==> src/rtl/park_pkg.sv <==
// park_pkg: shared constants and helpers for the parking-space allocator.
//   PARK_LOWEST_FIRST / PARK_ROUND_ROBIN : RR_MODE encodings
//   park_cnt_w(n) : width needed to hold a free-space count of 0..n
package park_pkg;
    localparam int PARK_LOWEST_FIRST = 0;
    localparam int PARK_ROUND_ROBIN  = 1;

    function automatic int park_cnt_w(input int n);
        return $clog2(n + 1);
    endfunction
endpackage

==> src/rtl/park_free_finder.sv <==
// park_free_finder: combinational search for the first free space at or after start, wrapping.
//   free_mask : bit i = 1 means space i is free
//   start     : index where the search begins (0 gives lowest-first)
//   found     : at least one free space exists
//   idx       : index of the chosen free space
module park_free_finder #(
    parameter int N_SPACES = 8,
    parameter int IDX_W    = $clog2(N_SPACES)
) (
    input  logic [N_SPACES-1:0] free_mask,
    input  logic [IDX_W-1:0]    start,
    output logic                found,
    output logic [IDX_W-1:0]    idx
);
    localparam logic [IDX_W:0] N_L = (IDX_W+1)'(N_SPACES);
    logic [2*N_SPACES-1:0] dbl;
    logic [N_SPACES-1:0]   rot;
    logic [IDX_W-1:0]      pos;
    logic [IDX_W:0]        sum;
    always_comb begin
        // rotate so that start lands on bit 0, encode, then rotate the result back
        dbl = {free_mask, free_mask} >> start;
        rot = dbl[N_SPACES-1:0];
        pos = '0;
        for (int i = N_SPACES - 1; i >= 0; i--)
            if (rot[i]) pos = IDX_W'(i);
        sum   = {1'b0, pos} + {1'b0, start};
        idx   = sum >= N_L ? IDX_W'(sum - N_L) : sum[IDX_W-1:0];
        found = |free_mask;
    end
endmodule

==> src/rtl/park_space_allocator.sv <==
// park_space_allocator: occupancy-tracking parking-space allocator with optional round-robin grants.
//   clk, rst_n (sync, active-low), enable
//   alloc_req -> alloc_valid / alloc_idx / alloc_fail (registered, 1-cycle latency)
//   rel_req, rel_idx -> rel_err (registered)
//   occupied, free_count, full, empty : registered lot status
module park_space_allocator
    import park_pkg::*;
#(
    parameter int N_SPACES = 8,
    parameter int IDX_W    = $clog2(N_SPACES),
    parameter int CNT_W    = park_cnt_w(N_SPACES),
    parameter int RR_MODE  = PARK_LOWEST_FIRST
) (
    input  logic                clk,
    input  logic                rst_n,
    input  logic                enable,
    input  logic                alloc_req,
    input  logic                rel_req,
    input  logic [IDX_W-1:0]    rel_idx,
    output logic                alloc_valid,
    output logic [IDX_W-1:0]    alloc_idx,
    output logic                alloc_fail,
    output logic                rel_err,
    output logic [N_SPACES-1:0] occupied,
    output logic [CNT_W-1:0]    free_count,
    output logic                full,
    output logic                empty
);
    localparam logic [IDX_W:0] N_L = (IDX_W+1)'(N_SPACES);
    logic [N_SPACES-1:0] occ_q, occ_d, rel_sh;
    logic [IDX_W-1:0]    ptr_q, ptr_d, idx_q, idx_d, start, fidx;
    logic [CNT_W-1:0]    cnt_q, cnt_d;
    logic                valid_q, valid_d, fail_q, fail_d, err_q, err_d;
    logic                full_q, full_d, empty_q, empty_d;
    logic                found, do_alloc, do_rel, rel_ok, grant;

    park_free_finder #(.N_SPACES(N_SPACES), .IDX_W(IDX_W)) u_finder (
        .free_mask(~occ_q),
        .start    (start),
        .found    (found),
        .idx      (fidx)
    );

    always_comb begin
        start    = RR_MODE == PARK_ROUND_ROBIN ? ptr_q : '0;
        do_alloc = enable & alloc_req;
        do_rel   = enable & rel_req;
        rel_sh   = occ_q >> rel_idx;
        // the search uses pre-edge occupancy, so a same-cycle release never frees a grantable space
        rel_ok   = do_rel & ({1'b0, rel_idx} < N_L) & rel_sh[0];
        grant    = do_alloc & found;
        occ_d    = (occ_q | (grant ? N_SPACES'(1) << fidx : '0))
                 & ~(rel_ok ? N_SPACES'(1) << rel_idx : '0);
        cnt_d    = cnt_q + CNT_W'(rel_ok) - CNT_W'(grant);
        ptr_d    = (RR_MODE == PARK_ROUND_ROBIN && grant)
                 ? (({1'b0, fidx} + 1'b1) == N_L ? '0 : fidx + 1'b1) : ptr_q;
        idx_d    = grant ? fidx : idx_q;
        valid_d  = grant;
        fail_d   = do_alloc & ~found;
        err_d    = do_rel & ~rel_ok;
        full_d   = cnt_d == '0;
        empty_d  = cnt_d == CNT_W'(N_SPACES);
    end

    always_ff @(posedge clk) begin
        if (!rst_n) begin
            occ_q   <= '0;
            ptr_q   <= '0;
            cnt_q   <= CNT_W'(N_SPACES);
            idx_q   <= '0;
            valid_q <= 1'b0;
            fail_q  <= 1'b0;
            err_q   <= 1'b0;
            full_q  <= 1'b0;
            empty_q <= 1'b1;
        end else begin
            occ_q   <= occ_d;
            ptr_q   <= ptr_d;
            cnt_q   <= cnt_d;
            idx_q   <= idx_d;
            valid_q <= valid_d;
            fail_q  <= fail_d;
            err_q   <= err_d;
            full_q  <= full_d;
            empty_q <= empty_d;
        end
    end

    assign occupied    = occ_q;
    assign free_count  = cnt_q;
    assign alloc_idx   = idx_q;
    assign alloc_valid = valid_q;
    assign alloc_fail  = fail_q;
    assign rel_err     = err_q;
    assign full        = full_q;
    assign empty       = empty_q;
endmodule

==> config.mk <==
export PLATFORM = sky130hd
export DESIGN_NAME = park_space_allocator
export DESIGN_NICKNAME = d
export VERILOG_FILES = /design/src/rtl/park_pkg.sv /design/src/rtl/park_free_finder.sv /design/src/rtl/park_space_allocator.sv
export SDC_FILE = /design/constraint.sdc
export NUM_CORES = 1
export LEC_CHECK = 0
export BUFFER_PORTS_ARGS = -buffer_cell sky130_fd_sc_hd__buf_2
export CAP_MARGIN = 20
export CORE_AREA = 2 2 50 52
export CTS_CLUSTER_SIZE = 40
export DETAILED_ROUTE_END_ITERATION = 8
export DIE_AREA = 0 0 52 54
export MAX_ROUTING_LAYER = met4
export PLACE_DENSITY = 0.83
export SYNTH_ARGS = -nofsm -noshare
export SYNTH_HDL_FRONTEND = slang
export SYNTH_SLANG_ARGS = --single-unit
==> constraint.sdc <==
create_clock -name clk -period 2.8 [get_ports clk]
set_input_delay 0.42 -clock clk [delete_from_list [all_inputs] [get_ports clk]]
set_output_delay 0.42 -clock clk [all_outputs]
set_load 0.1 [all_outputs]
==> impl_metrics.tcl, run 1 <==
set metrics [dict create \
    status "finished clean" \
    critPathMaxFanout 8 \
    synth_most_common_cell "dfxtp_1" \
    initial_core_util 0.426 \
    tritoncts "yes" \
    regToRegEndpoint "empty$_SDFF_PN1_" \
    grt_usage 0.199 \
    drcViolationCount 0 \
    leakage_nw 0.579 \
    worstSetupPathType "flip-flop to flip-flop" \
    max-cap-violations 0 \
    post_layout_nonfiller_instances 171 \
    synth_top_area_share 0.405 \
    ys_seq_area_frac 0.405 \
    place.gp.congestion 0.782 \
    min_from "rst_n" \
    synth_cells 105 \
    end_kind "flip-flop" \
    die-width_um 52 \
    drive_gt1_frac 0.383 \
    cts_made_buffers 3 \
    intPower_w 0.000494 \
    cp_data_arrival_time_ns 2.89 \
    whs_path_depth 2 \
    drt-initial-drc-count 17 \
    worst_pin_slew_ns 0.491 \
    setup_violations 0 \
    portBuffers 27 \
    clockBufferDepth 2 \
    maxSlewViolCount 0 \
    synth_cell_types 38 \
    max-vdd-ir-drop_uv 452 \
    clock_sinks 20 \
    row_count 18 \
    post-route-cell-area_mm2 0.00128 \
    num_vias 952 \
    min_period_ns 2.64 \
    synth_seq_cells 20 \
    viasPerCell 5.57 \
    cts.hold.buffers_added 0 \
    die_area_mm2 0.00281 \
    pwr-share-clk 0.227 \
    grt_max_degree 16 \
    cp_cell_sequence "mux4_1, mux2i_1, or2_1, ha_1, inv_1, ha_2, inv_1, fa_2, nand3b_1, a211oi_2" \
    routed_wl_um 2470 \
    cp_slowest_cell "fa_2" \
    firstDrtPassIters 4 \
    cp_top_family "adder cells" \
    rrSetupSlack_ns 0.16 \
    detail_route.wl_per_cell_um 14.5 \
    synthArstFlopShare 0 \
    r2r_cells 10 \
    r2r_start "occupied[4]$_SDFF_PN0_" \
    swShare 0.445 \
    path_common_cell "inv_1" \
    place_area_mm2 0.00118 \
    coreArea_mm2 0.00232 \
    switchingPower_w 0.000396 \
    dp_slack_ns -0.102 \
    synth.avg_cell_area_um2 9.41 \
    synth_flop_cell "dfxtp_1" \
    path_clk_slew_ns 0.12 \
    timing.slew.headroom 0.672 \
    htreeDepth 1 \
    ant_nets 0 \
    rsz0062_at_grt "false" \
    clk_latency_ns 0.31 \
    yosysTopAreaCell "dfxtp_1" \
    start_kind "flip-flop" \
    syn_to_final_growth_pct 29.9 \
    antenna_found_initial 0 \
    synth_fp_nets 118 \
    crit_buf_inv 2 \
    synth.cells.most_frequent "dfxtp_1, nor2_1, inv_1" \
    io_pins 28 \
    nNetsFinal 155 \
    max_freq_ghz 0.379 \
    grt_pass1_wl_um 3950 \
    setup_tns_ns 0 \
    combPwrFrac 0.405 \
    p_seq_frac 0.367 \
    worstPathRequired_ns 3.05 \
    timing_hold_violations_final 0 \
    yosys_warnings 0 \
    min_path_type "input port to flip-flop" \
    grt.overflow.total 0 \
    place_inst 161 \
    hold_end "empty$_SDFF_PN1_" \
    setup_slack_ns 0.161 \
    critical-path-max-stage-delay_ns 0.54 \
    syn_area_um2 988 \
    synth-edff-count 0 \
    power_density_mw_per_mm2 694 \
    n_antenna_cell 0 \
    cts-root-buf "clkbuf_4" \
    synth.area.top_cells "dfxtp_1, mux4_1, ha_1" \
    finalClockSkew_ns 0.0143 \
    post-route-period-util 0.943 \
    grt_pass1_vias 868 \
    post-dp-hpwl_um 1820 \
    die_h_um 54 \
]
[state kept, by name (all words and copies together), names as in the netlist]
name	flops
alloc_fail	1
alloc_idx	3
alloc_valid	1
empty	1
free_count	4
full	1
occupied	8
rel_err	1
[metrics by stage]
| step | utilization | power [W] | hold slack (ns) |
|---|---|---|---|
| after floorplan | - | 0.000623 | 0.515 |
| after global placement | 0.507 | 0.000672 | 0.446 |
| after detailed placement | 0.507 | 0.000682 | 0.450 |
| after CTS | 0.528 | 0.000883 | 0.338 |
| after global routing | 0.553 | 0.000928 | 0.364 |
| final | 0.553 | 0.000890 | 0.342 |
[layout by cell type (no fill, tap or decap), types with 2 or more instances in the layout]
| cell | count |
|---|---|
| and3_1 | 2 |
| xor2_1 | 2 |
| and4_1 | 2 |
| buf_4 | 9 |
| nand4_1 | 2 |
| nand3_1 | 2 |
| nor3_1 | 3 |
| dfxtp_2 | 3 |
| dfxtp_4 | 5 |
| dfxtp_1 | 12 |
| a21oi_1 | 8 |
| a311oi_1 | 3 |
| nand2_1 | 7 |
| a211oi_1 | 2 |
| mux4_1 | 2 |
| and2_1 | 2 |
| a41oi_1 | 2 |
| ha_1 | 3 |
| inv_1 | 9 |
| nor2b_1 | 2 |
| nor2_1 | 10 |
| buf_2 | 27 |
| clkbuf_4 | 3 |
[worst max path at each step]
stage | to | cells after the start | slack (ns) | startpoint
floorplan | empty$_SDFF_PN1_ | 11 | 0.009 | occupied[1]$_SDFF_PN0_
global placement | empty$_SDFF_PN1_ | 12 | 0.03 | rel_idx[1]
detailed placement | empty$_SDFF_PN1_ | 12 | -0.10 | rel_idx[1]
CTS | empty$_SDFF_PN1_ | 11 | 0.10 | occupied[2]$_SDFF_PN0_
global route | empty$_SDFF_PN1_ | 11 | 0.007 | occupied[6]$_SDFF_PN0_
finish | empty$_SDFF_PN1_ | 10 | 0.16 | occupied[4]$_SDFF_PN0_
[area by class of cell]
cell class              count  area (um^2)
repair buffers             36          203
multi-input cells          72          539
inverters                   9         33.8
flip-flops and latches     20          423
clock buffers               4         47.5
fillers                   216         1040
well taps                  30         37.5
[worst reg2reg max path, delay by kind of cell, from the launching register on]
family | cells | cell delay [ns]
adder cells (fa/ha/maj) | 3 | 0.93
multiplexers | 2 | 0.66
flip-flops | 1 | 0.39
AND/OR/NAND/NOR | 2 | 0.26
AO/OA/AOI/OAI | 1 | 0.22
buffers and inverters | 2 | 0.12
[metal layers]
metal  up-vias  global-route usage  routed length [um]
li1        466                   -                   -
met1       442               0.222                 999
met2        39               0.357                1290
met3         5              0.0278                 146
met4         0              0.0789                  40
met5         -                   -                   0
[power groups by stage]
stage               clock (W)  combinational, W  sequential, W
floorplan                   0         0.0000801       0.000543
global placement            0          0.000338       0.000334
detailed placement          0          0.000346       0.000336
CTS                  0.000206          0.000347       0.000329
global route         0.000219          0.000380       0.000330
finish               0.000202          0.000361       0.000327
[timing repair]
item                                    4_1_cts  5_1_grt
setup buffers                                 0        6
endpoints found under the setup margin        0        1
resized for setup                             0        5
[logic make-up (layout without fill, tap and decap cells)]
group	after synthesis	count (layout)	synth area share
buffers and inverters	13	49	0.0595
and+or+nand+nor	38	38	0.210
DFF	20	20	0.405
xor gates and xnor gates	2	2	0.0177
muxes	3	3	0.0633
adders and majority gates	5	5	0.0709
AOI/OAI and AO/OA	24	24	0.173
Power figures use the tool's default switching activity.
==> run 2, diff against run 1 <==
--- a/config.mk
+++ b/config.mk
@@ -7,12 +7,14 @@
 export LEC_CHECK = 0
 export BUFFER_PORTS_ARGS = -buffer_cell sky130_fd_sc_hd__buf_2
 export CAP_MARGIN = 20
-export CORE_AREA = 2 2 50 52
+export CORE_AREA = 2 2 74 48
 export CTS_CLUSTER_SIZE = 40
 export DETAILED_ROUTE_END_ITERATION = 8
-export DIE_AREA = 0 0 52 54
+export DIE_AREA = 0 0 76 50
+export GPL_TIMING_DRIVEN = 0
 export MAX_ROUTING_LAYER = met4
-export PLACE_DENSITY = 0.83
+export PLACE_DENSITY = 0.84
 export SYNTH_ARGS = -nofsm -noshare
 export SYNTH_HDL_FRONTEND = slang
+export SYNTH_HIERARCHICAL = 1
 export SYNTH_SLANG_ARGS = --single-unit
==> run 2 against run 1 <==
  * Worst hold slack improved by 0.075 ns
  * Die area increased by 35%
  * Worst setup slack got worse by 0.12 ns
  * Sequential power increased by 3%
  * Synthesized area increased by 49%
  * Clock power decreased by 3%
  * Final cell count increased by 42%
  * Design area increased by 53%
  * Maximum frequency decreased by 4.5%
  * Global-route usage increased by 1.2 points
  * Largest cell class unchanged
  * Highest routed layer unchanged
==> impl_metrics.tcl, run 2 <==
set metrics [dict create \
    status "finished clean" \
    routed_wl_um 4130 \
    clockBufferDepth 2 \
    cp_cell_sequence "mux4_2, or2_4, nand4_1, ha_4, inv_4, ha_4, inv_2, fa_1, nor2b_4, nand2_1, o31ai_1" \
    antenna_found_initial 0 \
    cts-root-buf "clkbuf_8" \
    min_path_type "input port to flip-flop" \
    max-cap-violations 0 \
    place.gp.congestion 0.882 \
    worstPathRequired_ns 2.98 \
    row_count 16 \
    viasPerCell 5.68 \
    ys_seq_area_frac 0.272 \
    firstDrtPassIters 4 \
    synth.avg_cell_area_um2 9.87 \
    finalClockSkew_ns 0.00809 \
    io_pins 28 \
    die_area_mm2 0.00380 \
    path_common_cell "ha_4" \
    clk_latency_ns 0.26 \
    synth_top_area_share 0.272 \
    worst_pin_slew_ns 0.504 \
    synth-edff-count 0 \
    largest_reg_flops 8 \
    detail_route.wl_per_cell_um 17.1 \
    drcViolationCount 0 \
    routed.top_layer "met4" \
    rsz0062_at_grt "true" \
    yosysTopAreaCell "dfxtp_1" \
    htreeDepth 1 \
    wl_met1_um 1850 \
    n_antenna_cell 0 \
    power_density_mw_per_mm2 543 \
    cp_data_arrival_time_ns 2.94 \
    critPathMaxFanout 4 \
    timing_hold_violations_final 0 \
    worstSetupPathType "flip-flop to flip-flop" \
    post-dp-hpwl_um 2900 \
    grt.overflow.total 0 \
    timing.slew.headroom 0.664 \
    yosys_warnings 6 \
    dr_wl_met2_um 1880 \
    post-route-cell-area_mm2 0.00197 \
    synth_most_common_cell "dfxtp_1" \
    post_layout_nonfiller_instances 242 \
    critical-path-max-stage-delay_ns 0.55 \
    synth_flop_cell "dfxtp_1" \
    synth_cell_types 45 \
    grt_pass1_wl_um 6150 \
    end_kind "flip-flop" \
    place_area_mm2 0.00170 \
    die-width_um 76 \
    cp_slowest_cell "fa_1" \
    max_freq_ghz 0.362 \
    die_h_um 50 \
    place_inst 224 \
    path_clk_slew_ns 0.07 \
    drt-initial-drc-count 81 \
    cts_made_buffers 3 \
    grt_pass1_vias 1219 \
    maxSlewViolCount 0 \
    nNetsFinal 213 \
    coreArea_mm2 0.00310 \
    synth.cells.most_frequent "dfxtp_1, inv_1, nor2_1" \
    initial_core_util 0.474 \
    synth_cells 149 \
    post-route-period-util 0.986 \
    max-vdd-ir-drop_uv 544 \
    ant_nets 0 \
    synth_seq_cells 20 \
    min_period_ns 2.76 \
    clock_sinks 20 \
    route.met3.wl_um 351 \
    grt_max_degree 12 \
    synth.area.top_cells "dfxtp_1, mux4_1, mux4_2" \
    portBuffers 26 \
    mostFrequentLayoutCell "buf_2" \
    drive_gt1_frac 0.482 \
    synthArstFlopShare 0 \
    start_kind "flip-flop" \
    syn_area_mm2 0.00147 \
    syn_to_final_growth_pct 33.7 \
    final_cell_mix "buf_2, buf_4, dfxtp_1, nor2_1" \
    tritoncts "yes" \
    setup_violations 0 \
    grt_usage 0.210 \
    leakage_nw 0.807 \
    fin_total_pwr_w 0.00107 \
    num_vias 1375 \
    rrSetupSlack_ns 0.04 \
]
==> run 2: timing repair <==
| item | 4_1_cts | 5_1_grt |
|---|---|---|
| gates resized for setup | 8 | 27 |
| setup endpoints to repair | 4 | 10 |
| buffers inserted | 3 | 11 |
| pin swaps | 2 | 13 |
| hold buffers | 0 | 0 |
==> run 2: stage by stage <==
stage,setup TNS (ns),worst slack (ns),hold WS (ns),utilization
final,0,0.0379,0.417,0.633
after global routing,-0.124,-0.0676,0.430,0.633
after CTS,-0.00804,-0.00804,0.411,0.579
after detailed placement,-0.298,-0.190,0.479,0.548
after global placement,-0.0774,-0.0770,0.465,0.548
after floorplan,0,0.00991,0.538,-
==> run 2: cell families (layout without fill, tap and decap cells) <==
| logic type | after synthesis | in the layout | synth area share |
|---|---|---|---|
| flops | 20 | 20 | 0.272 |
| buf+inv | 25 | 69 | 0.0800 |
| simple gates | 44 | 44 | 0.156 |
| compound gates | 27 | 27 | 0.149 |
| other cells | 1 | 5 | 0.00255 |
| mux | 21 | 21 | 0.247 |
| fa+ha+maj | 7 | 7 | 0.0698 |
| xor+xnor | 4 | 4 | 0.0238 |
==> run 2: layout make-up <==
cell class              count  area (um^2)
inverters                  19         85.1
fillers                   255         1140
well taps                  45         56.3
plain buffers               6         56.3
multi-input cells         108         1060
clock buffers               4         45.0
repair buffers             40          235
flip-flops and latches     20          430
==> run 2: critical path, delay by kind of cell, from the launching register on <==
| kind | cells | cell delay (ns) |
|---|---|---|
| fa+ha+maj | 3 | 0.91 |
| simple gates | 4 | 0.63 |
| mux | 1 | 0.46 |
| flops | 1 | 0.37 |
| compound gates | 1 | 0.21 |
| buf+inv | 2 | 0.10 |
==> run 2: final timing paths <==
kind / startpoint / to / cells after the start
worst max register to register: occupied[3]$_SDFF_PN0_ / empty$_SDFF_PN1_ / 11
worst min-delay path: alloc_req / alloc_fail$_SDFF_PN0_ / 3
worst max-delay path: occupied[3]$_SDFF_PN0_ / empty$_SDFF_PN1_ / 11
worst min register to register: alloc_idx[2]$_SDFFE_PN0P_ / alloc_idx[2]$_SDFFE_PN0P_ / 2
==> run 2: metal layers <==
layer / GRT usage / vias up
li1: - / 644
met1: 0.302 / 650
met2: 0.317 / 71
met3: 0.0440 / 10
met4: 0.0242 / 0
met5: - / -
==> run 2: report_power, final <==
| group | leakage, nW | internal, W | switching (W) |
|---|---|---|---|
| clock network | 0.0228 | 0.000101 | 0.0000946 |
| logic | 0.615 | 0.000147 | 0.000386 |
| registers | 0.170 | 0.000312 | 0.0000251 |
==> run 3, diff against run 2 <==
==> constraint.sdc (replaced) <==
create_clock -name clk -period 2.8 [get_ports clk]
set_input_delay 0.42 -clock clk [delete_from_list [all_inputs] [get_ports clk]]
set_output_delay 0.42 -clock clk [all_outputs]
set_load 0.02 [all_outputs]
==> run 3 against run 2 <==
  * The flow now finishes with violations (setup timing)
  * Flip-flop and latch count stayed put
  * Worst setup slack got worse by 0.064 ns
  * Global-route usage fell by 1.0 points
  * Via count rose by 0.29%
  * Worst hold slack gained 0.025 ns
  * Maximum frequency is 2.3% lower
  * Largest power group unchanged
==> impl_metrics.tcl, run 3 (synthesis results as in run 2) <==
set metrics [dict create \
    cp_data_arrival_time_ns 3.00 \
    die-width_um 76 \
    drcViolationCount 0 \
    n_antenna_cell 0 \
    min_period_ns 2.83 \
    dp_slack_ns -0.198 \
    portBuffers 26 \
    place_inst 224 \
    holdWs_ns 0.442 \
    mostFrequentLayoutCell "buf_2" \
    place.gp.congestion 0.855 \
    end_kind "flip-flop" \
    finalClockSkew_ns 0.000743 \
    worst_pin_slew_ns 0.583 \
    routed.top_layer "met4" \
    path_clk_slew_ns 0.07 \
    grt_pass1_vias 1232 \
    initial_core_util 0.474 \
    clockBufferDepth 2 \
    routed_wl_um 3990 \
    dr_wl_met2_um 1900 \
    die_area_mm2 0.00380 \
    coreArea_mm2 0.00310 \
    post_layout_nonfiller_instances 241 \
    grt.overflow.total 0 \
    viasPerCell 5.72 \
    detail_route.wl_per_cell_um 16.6 \
    max_freq_ghz 0.354 \
    status "complete, but fails checks" \
    critPathMaxFanout 5 \
    drive_gt1_frac 0.495 \
    io_pins 28 \
    firstDrtPassIters 4 \
    num_vias 1379 \
    row_count 16 \
    tritoncts "yes" \
    cts-root-buf "clkbuf_8" \
    cp_slowest_cell "fa_1" \
    maxSlewViolCount 0 \
    critical-path-max-stage-delay_ns 0.55 \
    route.met3.wl_um 290 \
    grt_pass1_wl_um 5890 \
    setup_violations 2 \
    syn_to_final_growth_pct 33.8 \
    grt_usage 0.200 \
    min_path_type "input port to flip-flop" \
    nNetsFinal 213 \
    setup_tns_ns -0.0424 \
    largest_reg_flops 8 \
    crit_buf_inv 2 \
    drt-initial-drc-count 139 \
    cp_cell_sequence "mux4_2, or2_4, nand4_1, ha_1, inv_1, ha_2, inv_2, fa_1, nor2b_4, nand2_2, o31ai_4" \
    htreeDepth 1 \
    start_kind "flip-flop" \
    setup_slack_ns -0.0266 \
    clock_sinks 20 \
    antenna_found_initial 0 \
    timing.slew.headroom 0.611 \
    post-dp-hpwl_um 2750 \
    leakage_nw 0.805 \
    fin_total_pwr_w 0.000896 \
    seqCellArea_um2 420 \
    die_h_um 50 \
    fillers 253 \
    wl_met1_um 1780 \
    max-vdd-ir-drop_uv 297 \
    grt_max_degree 11 \
    max-cap-violations 0 \
    rsz0062_at_grt "true" \
    violations "setup timing" \
    post-route-period-util 1.01 \
    worstSetupPathType "flip-flop to flip-flop" \
    multiInputGateArea_mm2 0.00108 \
    final_cell_mix "buf_2, buf_4, dfxtp_1, inv_1, nor2_1" \
    worstPathRequired_ns 2.98 \
    timing_hold_violations_final 0 \
    clk_latency_ns 0.25 \
    power_density_mw_per_mm2 455 \
    cp_top_family "adder cells" \
    ant_nets 0 \
    cts_made_buffers 3 \
]
run 3: changes by cell type in the layout (fill, tap and decap cells not counted), sizes merged:
cell / delta
inv: +1
clkinvlp: -1
clkbuf: -1
run 3: metrics by stage:
step,cell area (um^2),utilization
after floorplan,1490,-
after global placement,1670,0.539
after detailed placement,1670,0.539
after CTS,1760,0.566
after global routing,1970,0.634
final,1970,0.634
run 3: worst min-delay path, stage by stage:
cell     delay [ns]
buf_2          0.13
nand2_1        0.06
nor3_1         0.04
run 3: what timing repair did:
action / CTS / global route
setup endpoints to repair: 8 / 12
hold buffers: 0 / 0
gates resized for setup: 11 / 43
pin swaps: 0 / 14
buffers inserted: 3 / 11
run 3: power breakdown:
| group | internal (W) | switching (W) |
|---|---|---|
| combinational | 0.000155 | 0.000223 |
| clock | 0.0000956 | 0.0000861 |
| sequential | 0.000315 | 0.0000212 |
| total | 0.000566 | 0.000330 |
run 3: layout make-up:
cell class,count,share of cell area
Buffer,6,0.0286
Timing Repair Buffer,40,0.120
Inverter,19,0.0388
Multi-Input combinational cell,108,0.550
Sequential cell,20,0.214
Tap cell,45,0.0286
Clock buffer,3,0.0210
run 3: final timing paths:
check | end | from | cells past startpoint | slack [ns]
max | empty$_SDFF_PN1_ | occupied[3]$_SDFF_PN0_ | 11 | -0.03
min | alloc_fail$_SDFF_PN0_ | alloc_req | 3 | 0.44
max reg2reg | empty$_SDFF_PN1_ | occupied[3]$_SDFF_PN0_ | 11 | -0.03
min reg2reg | occupied[0]$_SDFF_PN0_ | occupied[0]$_SDFF_PN0_ | 1 | 0.47
run 3: per-layer routing:
metal,GRT usage,vias up
li1,-,640
met1,0.275,672
met2,0.313,63
met3,0.0495,4
met4,0.0212,0
met5,-,-
